File: src/rtl/mem_arbiter.sv
`default_nettype none
// ============================================================================
// Module   : mem_arbiter
// Brief    : Three-port arbiter for a single block-RAM port. Round-robin with
//            display-urgent override, starvation guard and a read-return tag
//            pipeline matched to the RAM read latency. Optional write protect
//            of the upper address range when MEM_ARB_WP_EN is defined.
// Revision : 1.0 - initial release
// ============================================================================
module mem_arbiter #(
    parameter int                ADDR_W     = 15,
    parameter int                DATA_W     = 16,
    parameter int                RD_LAT     = 1,
    parameter int                STARVE_MAX = 8,
    parameter logic [ADDR_W-1:0] WP_BASE    = 15'h2400
) (
    input  logic              clk,
    input  logic              reset,
    input  logic              req0,
    input  logic              req1,
    input  logic              req2,
    input  logic              we0,
    input  logic              we1,
    input  logic              we2,
    input  logic [ADDR_W-1:0] addr0,
    input  logic [ADDR_W-1:0] addr1,
    input  logic [ADDR_W-1:0] addr2,
    input  logic [DATA_W-1:0] wdata0,
    input  logic [DATA_W-1:0] wdata1,
    input  logic [DATA_W-1:0] wdata2,
    input  logic              disp_urgent,
    output logic              gnt0,
    output logic              gnt1,
    output logic              gnt2,
    output logic              rvalid0,
    output logic              rvalid1,
    output logic              rvalid2,
    output logic [DATA_W-1:0] rdata,
    output logic [ADDR_W-1:0] mem_addr,
    output logic              mem_we,
    output logic [DATA_W-1:0] mem_wdata,
    input  logic [DATA_W-1:0] mem_rdata,
    output logic              wp_err
);

    localparam int                 c_CNT_W  = $clog2(STARVE_MAX + 1);
    localparam logic [c_CNT_W-1:0] c_STARVE = c_CNT_W'(STARVE_MAX);

    logic [2:0]        w_req;
    logic [2:0]        w_we;
    logic [ADDR_W-1:0] w_addr  [3];
    logic [DATA_W-1:0] w_wdata [3];

    logic              w_win_vld;
    logic              w_rr_win;
    logic [1:0]        w_win;
    logic [2:0]        w_gnt;
    logic [ADDR_W-1:0] w_sel_addr;
    logic [DATA_W-1:0] w_sel_wdata;
    logic              w_sel_we;
    logic              w_wp_hit;
    logic              w_out_vld;
    logic [1:0]        w_out_port;

    logic [1:0]         r_ptr;
    logic [c_CNT_W-1:0] r_cnt [3];
    logic [ADDR_W-1:0]  r_last_addr;
    logic [DATA_W-1:0]  r_last_wdata;
    logic [RD_LAT-1:0]  r_tag_vld;
    logic [1:0]         r_tag_port [RD_LAT];

    assign w_req      = {req2, req1, req0};
    assign w_we       = {we2, we1, we0};
    assign w_addr[0]  = addr0;
    assign w_addr[1]  = addr1;
    assign w_addr[2]  = addr2;
    assign w_wdata[0] = wdata0;
    assign w_wdata[1] = wdata1;
    assign w_wdata[2] = wdata2;

    // Priority: starved port (lowest index) > urgent display > round-robin.
    always_comb begin
        w_win_vld = 1'b0;
        w_rr_win  = 1'b0;
        w_win     = 2'd0;
        for (int i = 2; i >= 0; i--) begin
            if (w_req[i] && (r_cnt[i] == c_STARVE)) begin
                w_win_vld = 1'b1;
                w_win     = 2'(i);
            end
        end
        if (!w_win_vld && w_req[0] && disp_urgent) begin
            w_win_vld = 1'b1;
            w_win     = 2'd0;
        end
        if (!w_win_vld) begin
            // Walk backwards so the first requester after the pointer sticks.
            for (int k = 3; k >= 1; k--) begin
                if (w_req[(int'(r_ptr) + k) % 3]) begin
                    w_win_vld = 1'b1;
                    w_rr_win  = 1'b1;
                    w_win     = 2'((int'(r_ptr) + k) % 3);
                end
            end
        end
        if (reset) begin
            w_win_vld = 1'b0;
            w_rr_win  = 1'b0;
        end
    end

    assign w_gnt       = w_win_vld ? (3'b001 << w_win) : 3'b000;
    assign w_sel_addr  = w_addr[w_win];
    assign w_sel_wdata = w_wdata[w_win];
    assign w_sel_we    = w_we[w_win];

`ifdef MEM_ARB_WP_EN
    assign w_wp_hit = w_win_vld && (w_win != 2'd0) && w_sel_we && (w_sel_addr >= WP_BASE);
`else
    logic w_unused_wp_base;
    assign w_unused_wp_base = ^WP_BASE;
    assign w_wp_hit         = 1'b0;
`endif

    assign gnt0      = w_gnt[0];
    assign gnt1      = w_gnt[1];
    assign gnt2      = w_gnt[2];
    assign mem_we    = w_win_vld && w_sel_we && !w_wp_hit;
    assign mem_addr  = reset ? '0 : (w_win_vld ? w_sel_addr : r_last_addr);
    assign mem_wdata = reset ? '0 : (w_win_vld ? w_sel_wdata : r_last_wdata);
    assign wp_err    = w_wp_hit;

    always_ff @(posedge clk) begin
        if (reset) begin
            r_ptr        <= 2'd2;
            r_last_addr  <= '0;
            r_last_wdata <= '0;
            for (int i = 0; i < 3; i++) begin
                r_cnt[i] <= '0;
            end
        end else begin
            if (w_rr_win) begin
                r_ptr <= w_win;
            end
            if (w_win_vld) begin
                r_last_addr  <= w_sel_addr;
                r_last_wdata <= w_sel_wdata;
            end
            for (int i = 0; i < 3; i++) begin
                if (!w_req[i] || w_gnt[i]) begin
                    r_cnt[i] <= '0;
                end else if (r_cnt[i] != c_STARVE) begin
                    r_cnt[i] <= r_cnt[i] + c_CNT_W'(1);
                end
            end
        end
    end

    // Read tags travel alongside the RAM pipeline; writes insert bubbles.
    always_ff @(posedge clk) begin
        if (reset) begin
            r_tag_vld <= '0;
            for (int i = 0; i < RD_LAT; i++) begin
                r_tag_port[i] <= 2'd0;
            end
        end else begin
            r_tag_vld[0]  <= w_win_vld && !w_sel_we;
            r_tag_port[0] <= w_win;
            for (int i = 1; i < RD_LAT; i++) begin
                r_tag_vld[i]  <= r_tag_vld[i-1];
                r_tag_port[i] <= r_tag_port[i-1];
            end
        end
    end

    assign w_out_vld  = r_tag_vld[RD_LAT-1] && !reset;
    assign w_out_port = r_tag_port[RD_LAT-1];
    assign rvalid0    = w_out_vld && (w_out_port == 2'd0);
    assign rvalid1    = w_out_vld && (w_out_port == 2'd1);
    assign rvalid2    = w_out_vld && (w_out_port == 2'd2);
    assign rdata      = w_out_vld ? mem_rdata : '0;

endmodule
`default_nettype wire

File: config.mk
export PLATFORM = sky130hd
export DESIGN_NAME = mem_arbiter
export DESIGN_NICKNAME = d
export VERILOG_FILES = /design/src/rtl/mem_arbiter.sv
export SDC_FILE = /design/constraint.sdc
export NUM_CORES = 1
export LEC_CHECK = 0
export BUFFER_PORTS_ARGS = -buffer_cell sky130_fd_sc_hd__buf_2
export CORE_ASPECT_RATIO = 0.75
export CORE_MARGIN = 2
export CORE_UTILIZATION = 43
export DETAILED_ROUTE_END_ITERATION = 10
export GPL_TIMING_DRIVEN = 0
export PLACE_DENSITY = 0.81
export SYNTH_ARGS = -nofsm -noshare
export SYNTH_HDL_FRONTEND = slang
export SYNTH_SLANG_ARGS = --single-unit
File: constraint.sdc
create_clock -name clk -period 2.6 [get_ports clk]
set_clock_uncertainty 0.15 [all_clocks]
set_input_delay 0.13 -clock clk [delete_from_list [all_inputs] [get_ports clk]]
set_output_delay 0.13 -clock clk [all_outputs]
set_load 0.05 [all_outputs]
==> summary.md, run 1 <==
| Metric | Value |
|---|---|
| Status | aborted with a tool error |
| Stop stage | 5_1_grt |
| Error | [ERROR GRT-0232] Routing congestion too high. Check the congestion heatmap in the GUI. |
| H-tree Lvls | 2 |
| Top-level I/O count | around 170 |
| Most common cell in the netlist | dfxtp_1 |
| Synth warn | 0 |
| Worst-path end type | output port |
| Post-synth cell types | 44 |
| Largest net degree at the start of global routing | 16 |
| Initial Util | 0.441 |
| Seq/Total Area, Yosys | 0.392 |
| Ys flop type | dfxtp_1 |
| Average cell area after synthesis | about 9.8 um^2 |
| Worst EP post-GRT repair | mem_wdata[14] |
| Number of flops mapped to enable cells by yosys | 12 |
| Die Ht | 73.4 um |
| Overall Global Routing Usage | 0.893 |
| Largest area contributor in the netlist | dfxtp_1 |
| Post-Syn Area | between 2000 and 3000 um^2 |
| Die Width | 96.5 um |
| Num CTS Buffers | 5 |
| Port Buf Inserts | between 150 and 200 |
| Global placement routability congestion | around 0.84 |
| Area share of the largest cell type after synthesis | 0.261 |
| Post-Syn Instances | approximately 280 |
| Post-DP HPWL | 6160 um |
| Commonest cells in the netlist | dfxtp_1, a32oi_1, mux2i_1 |
| Root Buffer Master | clkbuf_8 |
| Clock Path Buffers | 2 |
| FFs w/ async S/R, synth | 0 |
| Top cells by area, synth | dfxtp_1, edfxtp_1, mux2i_1, a32oi_1, o21ai_1 |
| Yosys reg bits | 48 |
| CTS sink count | 48 |
| Grt ovf | between 200 and 300 |
| Placement Setup Slack | -0.352 ns |
| Row count | 25 |
kinds of logic after synthesis:
kind of cell	share of synthesized area
flops	0.392
other cells	0.00272
mux	0.120
fa+ha+maj	0.0444
xor+xnor	0.0190
buf+inv	0.0689
simple gates	0.145
compound gates	0.209
stage by stage:
stage,hold slack (ns),area (um^2),std cells,utilization
CTS,0.00372,5470,630,0.874
detailed placement,0.266,3730,538,0.597
global placement,0.257,3730,538,0.597
floorplan,0.0524,2780,286,-
routing by layer:
metal / GRT overflow / track usage
met3: 3 / 0.697
met1: 0 / 0.839
met2: 181 / 1.11
met4: 113 / 1.04
met5: 0 / 0.182
repair_timing:
item | 4_1_cts
endpoints found under the hold margin | 32
setup endpoints to repair | 47
gates cloned | 1
resized for setup | 183
hold buffers | 72
setup buffers | 14
pin swaps | 14
==> inputs of run 2 (changes only) <==
CORE_ASPECT_RATIO = not set   (was 0.75)
CORE_UTILIZATION = 35   (was 43)
PLACE_DENSITY = not set   (was 0.81)
PLACE_DENSITY_LB_ADDON = 0.15   (was not set)
==> summary.md, run 2 <==
| Metric | Value |
|---|---|
| Post-DP HPWL | 6060 um |
| Pwr per Cell Area | roughly 550 nW/um^2 |
| Biggest regs | r_last_wdata: 16 flops, r_last_addr: 15 flops, r_cnt: 12 flops |
| Die Width | about 93 um |
| Worst reg2reg setup slack | approximately 0.12 ns |
| Layout Area Growth over Synthesis | 107% |
| Synth warn | 0 |
| Hold Path Depth | 3 |
| Worst Max-Slew Pin Slew | around 0.56 ns |
| Critical path, cell by cell | inv_1 -> ha_2 -> a21o_1 -> a221oi_2 -> nor2_4 -> buf_4 -> a32oi_1 -> o21ai_4 -> buf_6 |
| Post-route DRC | 0 |
| CTS sink count | 48 |
| Top-level I/O count | about 170 |
| Average cell area after synthesis | between 9 and 10 um^2 |
| H-tree Lvls | 2 |
| Fin cells | 661 |
| Vias in the first global route | ~3500 |
| Hold Crit Class | primary input to flip-flop |
| Port Buf Inserts | between 150 and 200 |
| Initial antenna violation count | 0 |
| Slowest stage cell, crit path | a32oi_1 |
| Placement Setup Slack | -0.359 ns |
| Final Hold Vio Count | 0 |
| Filler cells | ~480 |
| Drt wl/cell | between 15 and 20 um |
| Crit Path Class | flip-flop to primary output |
| # nets final | slightly below 700 |
| Min Clock Period, post-route | around 3 ns |
| Violated checks | negative setup slack |
| Yosys reg bits | 48 |
| Most flops, register | r_last_wdata |
| Max VDD drop | about 410 uV |
| Layout cell share with drive strength beyond 1 | 0.537 |
| Die area | ~8600 um^2 |
| Final period utilization | 1.13 |
| Logic pwr share | 0.557 |
| Overall Global Routing Usage | 0.243 |
| Max-Slew Margin vs Limit | 0.627 |
| Status | complete, but fails checks |
| Switch share | 0.412 |
| Root Buffer Master | clkbuf_8 |
| Most frequent cells in the layout | buf_2, dlygate4sd3_1, buf_6, dfxtp_1, a32oi_1 |
| Most common cell in the netlist | dfxtp_1 |
| Highest Clock Rate | 341 MHz |
| Setup tns final | -7.34 ns |
| Drt first pass iters | 5 |
| Slowest stage delay, CP | around 0.45 ns |
| Core box area | about 7700 um^2 |
| Grt ovf | 0 |
| Num CTS Buffers | 5 |
| Row count | 32 |
| Max-Cap Viols | 0 |
| Clock Path Buffers | 2 |
| Max FFs per register | 16 |
| Ys flop type | dfxtp_1 |
| DRT antenna net count | 0 |
| Worst skew pair latency | a little over 0.3 ns |
| Cell total after placement | 559 |
| Worst Path Arrival | 2.65 ns |
| Die Ht | slightly above 90 um |
| Area share of the largest cell type after synthesis | 0.261 |
| Largest net degree at the start of global routing | 15 |
| Initial Util | 0.359 |
| Crit path max fanout | 10 |
| Post-Route WL | between 10000 and 15000 um |
| Global placement routability congestion | about 0.8 |
| FFs w/ async S/R, synth | 0 |
| Internal power | 1.86 mW |
| Sequential share of power | 0.290 |
| Final Max Tran Viols | 0 |
| DRT iter0 DRCs | roughly 110 |
| Final setup viols | 33 |
| RSZ-0062 raised after global routing | yes |
| Pwr Total | between 3 and 4 mW |
| Post-synth cell types | between 40 and 50 |
| R2R depth | 9 |
| Leak Pwr | around 2.5 nW |
| Final hold slack | 0.00345 ns |
| Via/cell ratio | around 5.3 |
| Seq/Total Area, Yosys | 0.392 |
| First-pass GRT wire length | around 16000 um |
| Post-Syn Area | ~2800 um^2 |
| Most common cell after layout, fill and taps aside | buf_2 |
| Net Sw Power | approximately 1.3 mW |
| Final Worst Setup Slack | -0.333 ns |
| Post-Syn Instances | roughly 280 |
| Worst-path clk slew | approximately 0.090 ns |
| WP data required | ~2.3 ns |
| Crit end category | primary output |
| Clk pwr share | 0.153 |
| Top cells by area, synth | dfxtp_1, edfxtp_1, mux2i_1, a32oi_1, o21ai_1 |
| Startpoint Class | flip-flop |
| Commonest cells in the netlist | dfxtp_1, a32oi_1, mux2i_1 |
| Via count | about 3500 |
| Largest area contributor in the netlist | dfxtp_1 |
| Antenna diodes | 0 |
| CTS tree | yes |
| Number of flops mapped to enable cells by yosys | 12 |
run 2: cell counts after synthesis:
No cell type changed its count.
run 2: power groups by stage:
stage | registers, mW | clock network, mW | logic [mW]
2_1_floorplan | 0.914 | 0 | 0.789
3_3_place_gp | 0.919 | 0 | 1.07
5_1_grt | 0.921 | 0.509 | 1.83
6_report | 0.917 | 0.485 | 1.76
4_1_cts | 0.905 | 0.482 | 1.56
3_5_place_dp | 0.921 | 0 | 1.07
run 2: area by class of cell:
| cell class | count | area, um^2 | share of cell area |
|---|---|---|---|
| well taps | 102 | 128 | 0.0223 |
| plain buffers | 19 | 203 | 0.0354 |
| repair buffers | 269 | 2050 | 0.358 |
| multi-input cells | 203 | 2120 | 0.370 |
| inverters | 12 | 45.0 | 0.00788 |
| clock inverters | 2 | 10.0 | 0.00175 |
| flip-flops and latches | 48 | 1080 | 0.189 |
| clock buffers | 6 | 82.6 | 0.0144 |
run 2: final timing paths:
check	startpoint	to
min	wdata1[9]	r_last_wdata[9]
max	r_ptr[1]	mem_wdata[7]
min reg2reg	r_last_wdata[15]	r_last_wdata[15]
max reg2reg	r_ptr[1]	r_cnt[0][3]
run 2: kinds of logic after synthesis:
family / count (synthesis) / synth area share
xor+xnor: 6 / 0.0190
other cells: 2 / 0.00272
buf+inv: 35 / 0.0689
fa+ha+maj: 10 / 0.0444
flops: 48 / 0.392
simple gates: 71 / 0.145
mux: 33 / 0.120
compound gates: 78 / 0.209
run 2: what timing repair did:
action	CTS	global route
hold endpoints to repair	32	1
setup buffers	17	6
endpoints found under the setup margin	61	35
pin swaps	14	4
gates resized for setup	169	47
cloned	2	2
hold buffers	70	1
run 2: worst max-delay path, delay by kind of cell (launching register included):
family	cells	cell delay, ns
AND/OR/NAND/NOR	1	0.13
adder cells (fa/ha/maj)	1	0.22
flip-flops	1	0.37
buffers and inverters	3	0.44
AO/OA/AOI/OAI	4	1.18
run 2: per-stage QoR:
stage	util	cell area, um^2
final	0.744	5720
after global routing	0.744	5720
after CTS	0.698	5370
after detailed placement	0.489	3760
after global placement	0.489	3760
after floorplan	-	2780
run 2: metal layers:
layer  vias to the layer above  wire length (um)  global-route usage
met5                         -                 0                   0
met4                         0               365              0.0870
met3                        33              1010              0.0635
met2                       184              6010               0.452
met1                      1661              4450               0.262
li1                       1606                 -                   -
Note: power is estimated with default switching activity, not from simulation.
